### config.mk
export PLATFORM = sky130hd
export DESIGN_NAME = pipeline_hazard_ctrl
export DESIGN_NICKNAME = d
export VERILOG_FILES = /design/src/rtl/pipeline_hazard_ctrl.sv
export SDC_FILE = /design/constraint.sdc
export NUM_CORES = 1
export LEC_CHECK = 0
export ABC_CLOCK_PERIOD_IN_PS = 2200
export CAP_MARGIN = 20
export CORE_ASPECT_RATIO = 0.6
export CORE_MARGIN = 2
export CORE_UTILIZATION = 44
export CTS_CLUSTER_DIAMETER = 80
export DETAILED_ROUTE_END_ITERATION = 6
export HOLD_SLACK_MARGIN = 0.1
export PLACE_DENSITY = 0.76
export SYNTH_ARGS = -nofsm -noshare
export SYNTH_HDL_FRONTEND = slang
export SYNTH_SLANG_ARGS = --single-unit
### constraint.sdc
create_clock -name clk -period 2.2 [get_ports clk]
set_clock_uncertainty 0.15 [all_clocks]
set_input_delay 0.44 -clock clk [delete_from_list [all_inputs] [get_ports clk]]
set_output_delay 0.44 -clock clk [all_outputs]
set_load 0.01 [all_outputs]
### src/rtl/pipeline_hazard_ctrl.sv
// Hazard/sequencing controller for the RV32I 5-stage pipe: load-use stalls, data-memory
// freeze with timeout detection, branch flush, EX operand forwarding and a stall counter.
module pipeline_hazard_ctrl #(
  parameter int FLUSH_CYCLES = 1,
  parameter int MEM_TIMEOUT  = 255,
  parameter int CNT_W        = 32
) (
  input  logic             clk,
  input  logic             rst,
  input  logic [4:0]       id_rs1,
  input  logic [4:0]       id_rs2,
  input  logic             id_use_rs1,
  input  logic             id_use_rs2,
  input  logic [4:0]       ex_rd,
  input  logic             ex_load,
  input  logic [4:0]       ex_rs1,
  input  logic [4:0]       ex_rs2,
  input  logic [4:0]       mem_rd,
  input  logic [4:0]       wb_rd,
  input  logic             mem_reg_write,
  input  logic             wb_reg_write,
  input  logic             mem_req,
  input  logic             DM_valid,
  input  logic             branch_taken,
  input  logic             perf_clr,
  output logic             pc_stall,
  output logic             if_id_stall,
  output logic             ex_stall,
  output logic             id_ex_bubble,
  output logic             if_id_flush,
  output logic [1:0]       fwd_a,
  output logic [1:0]       fwd_b,
  output logic             mem_timeout_err,
  output logic [CNT_W-1:0] stall_cycles
);

  typedef enum logic [1:0] {RUN, MEM_WAIT, FLUSH} state_t;

  localparam logic [15:0] TIMEOUT    = 16'(MEM_TIMEOUT);
  localparam logic [1:0]  FLUSH_INIT = 2'(FLUSH_CYCLES - 1);

  state_t      state, state_nxt;
  logic [15:0] wait_cnt, wait_nxt;
  logic [1:0]  flush_cnt, flush_nxt;
  logic        freeze, run_eval;
  logic        c_stall, c_ex_stall, c_bubble, c_flush;
  logic        load_use, mem_busy;

  assign load_use = ex_load && (ex_rd != 5'd0) &&
                    ((id_use_rs1 && (id_rs1 == ex_rd)) || (id_use_rs2 && (id_rs2 == ex_rd)));
  assign mem_busy = mem_req && !DM_valid;

  // NOTE: every variable gets a default at the top of the block so no path leaves
  // one unassigned -- otherwise synthesis infers a latch.
  always_comb begin
    state_nxt  = state;
    wait_nxt   = wait_cnt;
    flush_nxt  = flush_cnt;
    freeze     = 1'b0;
    run_eval   = 1'b0;
    c_stall    = 1'b0;
    c_ex_stall = 1'b0;
    c_bubble   = 1'b0;
    c_flush    = 1'b0;

    case (state)
      RUN:      if (mem_busy) freeze = 1'b1; else run_eval = 1'b1;
      MEM_WAIT: if (!DM_valid) freeze = 1'b1; else run_eval = 1'b1;
      FLUSH: begin
        if (mem_busy) begin
          freeze = 1'b1;
        end else begin
          c_flush  = 1'b1;
          c_bubble = 1'b1;
          if (flush_cnt <= 2'd1) begin
            state_nxt = RUN;
            flush_nxt = 2'd0;
          end else begin
            flush_nxt = flush_cnt - 2'd1;
          end
        end
      end
      default: state_nxt = RUN;
    endcase

    if (freeze) begin
      c_stall    = 1'b1;
      c_ex_stall = 1'b1;
      state_nxt  = MEM_WAIT;
      if (state == MEM_WAIT)
        wait_nxt = (wait_cnt == 16'hFFFF) ? wait_cnt : wait_cnt + 16'd1;
      else
        wait_nxt = 16'd1;
    end

    // Branch beats load-use: the dependent instruction is younger and gets flushed anyway.
    if (run_eval) begin
      state_nxt = RUN;
      if (branch_taken) begin
        c_flush  = 1'b1;
        c_bubble = 1'b1;
        if (FLUSH_CYCLES > 1) begin
          state_nxt = FLUSH;
          flush_nxt = FLUSH_INIT;
        end
      end else if (load_use) begin
        c_stall  = 1'b1;
        c_bubble = 1'b1;
      end
    end
  end

  // NOTE: sequential state uses non-blocking assignments so all registers update
  // together from pre-edge values, independent of statement order.
  always_ff @(posedge clk or negedge rst) begin
    if (!rst) begin
      state           <= RUN;
      wait_cnt        <= '0;
      flush_cnt       <= '0;
      mem_timeout_err <= 1'b0;
      stall_cycles    <= '0;
    end else begin
      state     <= state_nxt;
      wait_cnt  <= wait_nxt;
      flush_cnt <= flush_nxt;
      if (freeze && (wait_nxt >= TIMEOUT))
        mem_timeout_err <= 1'b1;
      if (perf_clr)
        stall_cycles <= '0;
      else if (c_stall && (stall_cycles != '1))
        stall_cycles <= stall_cycles + 1'b1;
    end
  end

  function automatic logic [1:0] fwd_sel(input logic [4:0] rs);
    if (mem_reg_write && (mem_rd != 5'd0) && (mem_rd == rs)) return 2'b01;
    if (wb_reg_write && (wb_rd != 5'd0) && (wb_rd == rs))    return 2'b10;
    return 2'b00;
  endfunction

  // Combinational outputs are forced low while reset is held.
  assign pc_stall     = rst && c_stall;
  assign if_id_stall  = rst && c_stall;
  assign ex_stall     = rst && c_ex_stall;
  assign id_ex_bubble = rst && c_bubble;
  assign if_id_flush  = rst && c_flush;
  assign fwd_a        = rst ? fwd_sel(ex_rs1) : 2'b00;
  assign fwd_b        = rst ? fwd_sel(ex_rs2) : 2'b00;

endmodule

[Word-level counts from Yosys, hierarchy flattened]
Index checks and enable logic that the tools add are counted.
Word-level totals
  logic and storage cells: 95
  register bits after elaboration: 53
  input bits: 46
  output and inout port bits: 42
Operators by class
  mux-type cells: 43
  bitwise logic cells: 1
  order comparisons: 2
  $add $sub $neg: 3
  reductions and logical operators: 28
  equal/unequal tests: 13
Operators by type and width (number)
  $mux 32: 2
  $mux 16: 3
  $add 32x1->32 const B: 1
  $ne 32x32->1 const B: 1
  $eq 5x5->1: 6
  $mux 2: 15
  $mux 1: 20
  $logic_and 1x1->1: 17
  $add 16x1->16 const B: 1
  $eq 16x16->1 const B: 1
  $ge 16x8->1 const B: 1
  $reduce_bool 5->1: 3
  $ne 4x4->1 const B: 2
  $pmux 1 s2: 2
  $pmux 2 s2: 1
  $reduce_or 2->1: 2
  $ne 3x1->1 const B: 1
  $reduce_and 3->1: 1
  $eq 2x1->1 const B: 1
  $eq 2x2->1 const B: 1
  $le 2x1->1 const B: 1
  $logic_not 2->1: 1
  $reduce_and 2->1: 1
  $reduce_bool 2->1: 1
  other kinds (4): 4

[Longest topological paths before layout]
  depth in word-level cells: 11
  mapped depth: 9
  gate-level depth less buffers: 8

[Worst setup path before layout]
Ideal clock, no wire load.
  path type: input -> output
  start: in ex_rd[1]
  end: out pc_stall
  stages on the path: 8
  arrival: 1.759 ns
  setup slack: -0.149 ns
  required time: 1.610 ns
  path buffers: 3
  path through: xnor2_1 > nand4_1 > o22ai_1 > a41oi_1 > buf_4 > buf_2 > nor2b_1 > buf_4
Between the ends
  word-level cells in the longest chain between the ends: 8
  elaborated cells between the ends (all ways): 12
  classes of those cells: eq/ne (2); mux (3); reduce/logical (7)
Ends and longest elaborated chain
  from (decl): line 14  | input logic [4:0] ex_rd,
  $eq 5x5->1: line 50  | ((id_use_rs1 && (id_rs1 == ex_rd)) || (id_use_rs2 && (id_rs2 == ex_rd)));
  $logic_and 1x1->1: line 50
  $logic_or 1x1->1: line 50
  $logic_and 1x1->1 *: line 49  | assign load_use = ex_load && (ex_rd != 5'd0) &&
  $mux 1 *: line 106  | end else if (load_use) begin
  $mux 1 *: line 99  | if (branch_taken) begin
  $mux 1 *: line 97  | if (run_eval) begin
  $logic_and 1x1->1 *
  to (decl): line 26  | output logic pc_stall,
Every way passes the cells marked *; elsewhere a longest branch is shown, timed or not.

[Final worst setup path]
  start: in ex_rd[4]
  end: reg stall_cycles[29]
Between the ends
  word-level cells in the longest chain between the ends: 9
  elaborated cells between the ends (all ways): 13
  classes of those cells: eq/ne (2); mux (3); reduce/logical (8)
Ends and longest elaborated chain
  $eq 5x5->1: line 50
  $logic_and 1x1->1: line 50
  $logic_or 1x1->1: line 50
  $logic_and 1x1->1 *: line 49
  $mux 1 *: line 106
  $mux 1 *: line 99
  $mux 1 *: line 97
  $logic_and 1x1->1 *: line 130  | else if (c_stall && (stall_cycles != '1))
  $reduce_bool 2->1 (no source line) *
  to (signal assigned): line 131  | stall_cycles <= stall_cycles + 1'b1;
  to (decl): line 34  | output logic [CNT_W-1:0] stall_cycles
Marked as above.
A chain may end at the register's enable or synchronous reset.

==> metrics.md <==
| Metric | Value |
|---|---|
| Status | finished, violations left |
| Failing checks | negative setup slack |
| FF-to-FF setup slack | -0.13 ns |
| Cell taking the most area after synthesis | dfrtp_1 |
| VDD IR-drop max | 0.352 mV |
| Critical Path RT | 2.22 ns |
| Diodes inserted | 0 |
| Final HPWL DP | 8.25 mm |
| Rows | 24 |
| Max_slew headroom | 0.392 |
| Boundary pin count | 88 |
| Syn nets | 424 |
| H-Tree Depth | 2 |
| CTS clk-pin slew, worst paths | 0.07 ns |
| Largest net degree at the start of global routing | 33 |
| First-pass GRT wire length | 18.4 mm |
| R2r startpoint | stall_cycles[25]$_DFFE_PN0P_ |
| Reg2Reg Depth | 7 |
| Hold slack final | 0.294 ns |
| Mapped Cells | 376 |
| Initial DRC count | 359 |
| Max-slew violations | 0 |
| DIE HEIGHT | 71.3 um |
| Synth cell types | 54 |
| Placed Area | 0.00504 mm^2 |
| Logic pwr share | 0.236 |
| Post-synthesis sequential area ratio | 0.377 |
| CTS buffer count | 5 |
| CP Capture Type | flop |
| Sw Ratio | 0.277 |
| Clock Latency Late Sink | 0.30 ns |
| Final Hold Fails | 0 |
| Seq pwr share | 0.395 |
| Full die area | 0.00828 mm^2 |
| Share of the synthesized area in the top cell type | 0.377 |
| Post-synth top cells | nor2_1 (51), dfrtp_1 (50), xnor2_1 (50) |
| Top FF cell, synth | dfrtp_1 |
| Power Density | 431 mW/mm^2 |
| Post-Syn Area per Cell | 8.83 um^2 |
| Setup violators final | 13 |
| Initial Utilization | 0.455 |
| TritonRoute pass-1 iters | 5 |
| Synthesized area | 0.00332 mm^2 |
| Via count | 3797 |
| Lkg Pwr | 2.46 nW |
| Kind of critical path | in -> reg |
| Worst hold path class | in -> async |
| Top cells by area, synth | dfrtp_1 (38%), xnor2_1 (13%), nor2_1 (5.8%), xor2_1 (4.2%), nand3_1 (3.3%) |
| Min Tclk post-route | 2.37 ns |
| CP startpoint | ex_rd[4] |
| Overflow after GRT | 0 |
| Switch Pwr | 0.000691 W |
| Core area | 0.00730 mm^2 |
| Crit path to | stall_cycles[29]$_DFFE_PN0P_ |
| #FFs+latches synth | 50 |
| Initial antenna violation count | 0 |
| CTS tree | built |
| Setup crit start kind | input port |
| Wirelength per Cell | 18.3 um |
| Routed WL | 12.4 mm |
| Clock Sinks | 50 |
| Post-route ant nets | 0 |
| Input/output buffers | 87 |
| Cell internal pwr | 0.00181 W |
| Reg2reg end | stall_cycles[29]$_DFFE_PN0P_ |
| Share of cells above drive strength 1 | 0.421 |
| Worst-Margin Slew | 0.909 ns |
| Setup ws final | -0.173 ns |
| Post-Route Utilization | 0.793 |
| Total GRT Usage | 0.287 |
| Design area | 0.00579 mm^2 |
| Fraction of registers with async set or reset after synthesis | 1.00 |
| Post-synth EDFFs | 0 |
| Syn. warnings | 0 |
| Clock power share | 0.369 |
| Largest fanout on the critical path | 6 |
| Nets@finish | 621 |
| Top-count cell post-synth | nor2_1 |
| Die span in x | 116 um |
| Maximum root-to-sink buffer count | 2 |
| Maximum clock rate | 421 MHz |
| RSZ-0062 raised after global routing | true |
| Arr. time, crit path | 2.40 ns |
| Post-route DRC | 0 |
| Final worst path period share | 1.08 |
| Max cap viols | 0 |
| Placer Congestion | 0.955 |
| Vias in the first global route | 3712 |
| P&R area growth vs syn | 74.3% |
| Root Driver | clkbuf_16 |
| Vias per inst | 5.61 |
==> layer usage <==
layer | vias up | wire length [um] | GRT usage
li1 | 1730 | - | -
met1 | 1867 | 5480 | 0.403
met2 | 178 | 5770 | 0.442
met3 | 22 | 957 | 0.0770
met4 | 0 | 211 | 0.0807
met5 | - | 0 | 0
==> layout by cell type, fill, tap and decap left out, types with 4 or more instances in the layout <==
cell	netlist	routed
dlygate4sd2_1	0	13
nor4_4	1	8
and2_1	5	5
xnor2_1	50	40
nor4b_2	0	4
clkdlybuf4s50_1	0	38
nand2_1	27	25
buf_2	5	22
and3_1	7	5
a21oi_1	9	6
clkbuf_16	0	5
a31oi_1	6	5
nor3_1	15	10
inv_1	11	8
buf_6	1	19
dfrtp_1	50	49
nor2_1	51	49
nor4_2	0	6
xor2_1	16	13
buf_4	3	102
nor4_1	17	4
nand3_1	22	20
nand4_1	10	10
xnor2_2	0	10
clkbuf_2	0	4
o21ai_0	6	5
and4_1	6	5
nor3_2	1	4
==> metrics by stage <==
stage	TNS, ns	std cells	worst slack, ns	total power, W
floorplan	-0.0684	376	-0.0684	0.00121
global placement	-26.93	652	-0.946	0.00148
detailed placement	-29.38	652	-1.02	0.00149
CTS	-0.334	672	-0.148	0.00244
global route	-2.03	677	-0.173	0.00259
finish	-0.602	677	-0.173	0.00250
==> what timing repair did <==
action,in CTS,in global routing
endpoints found under the hold margin,19,0
pin swaps,37,47
gates resized for setup,178,79
buffers inserted,11,9
gates cloned,1,0
hold buffers,1,0
endpoints found under the setup margin,42,38
==> critical path, cell delays in order <==
cell     delay, ns
buf_8         0.10
xnor2_2       0.15
nand4_1       0.17
o22ai_4       0.25
a41oi_4       0.17
buf_6         0.17
or2_4         0.26
o41ai_1       0.57
a21oi_2       0.11
==> sequential cells by signal, summed over array words and instances, names as in the netlist <==
signal,cells
wait_cnt,16
stall_cycles,32
state,1
mem_timeout_err,1
==> how the worst min path moves through the flow <==
stage / start / to / cells past startpoint
2_1_floorplan: rst / mem_timeout_err$_DFFE_PN0P_ / 0
3_3_place_gp: rst / wait_cnt[4]$_DFF_PN0_ / 2
3_5_place_dp: rst / wait_cnt[4]$_DFF_PN0_ / 2
4_1_cts: rst / stall_cycles[6]$_DFFE_PN0P_ / 3
5_1_grt: rst / wait_cnt[3]$_DFF_PN0_ / 3
6_report: rst / wait_cnt[3]$_DFF_PN0_ / 3
==> cells by family (layout without fill, tap and decap cells) <==
family	after synthesis	in the layout	synth area share
AOI/OAI and AO/OA	39	39	0.0776
xor gates and xnor gates	66	66	0.174
adders and majority gates	2	2	0.00753
buffers and inverters	28	225	0.0392
DFF	50	50	0.377
muxes	3	3	0.00904
and+or+nand+nor	188	188	0.316
==> power groups by stage <==
| stage | combinational, W | sequential, W | clock (W) |
|---|---|---|---|
| 6_report | 0.000589 | 0.000986 | 0.000922 |
| 2_1_floorplan | 0.000213 | 0.000999 | 0 |
| 5_1_grt | 0.000633 | 0.000990 | 0.000966 |
| 4_1_cts | 0.000541 | 0.000983 | 0.000919 |
| 3_5_place_dp | 0.000498 | 0.000995 | 0 |
| 3_3_place_gp | 0.000486 | 0.000994 | 0 |
==> area by class of cell <==
| cell class | instances | area (um^2) |
|---|---|---|
| clock buffer | 6 | 139 |
| clock inverter | 1 | 30.0 |
| fill | 441 | 1510 |
| inverter | 11 | 41.3 |
| multi-input combinational | 298 | 2450 |
| sequential | 50 | 1250 |
| tap | 104 | 130 |
| timing repair buffer | 207 | 1740 |
(Power assumes the default switching activity.)
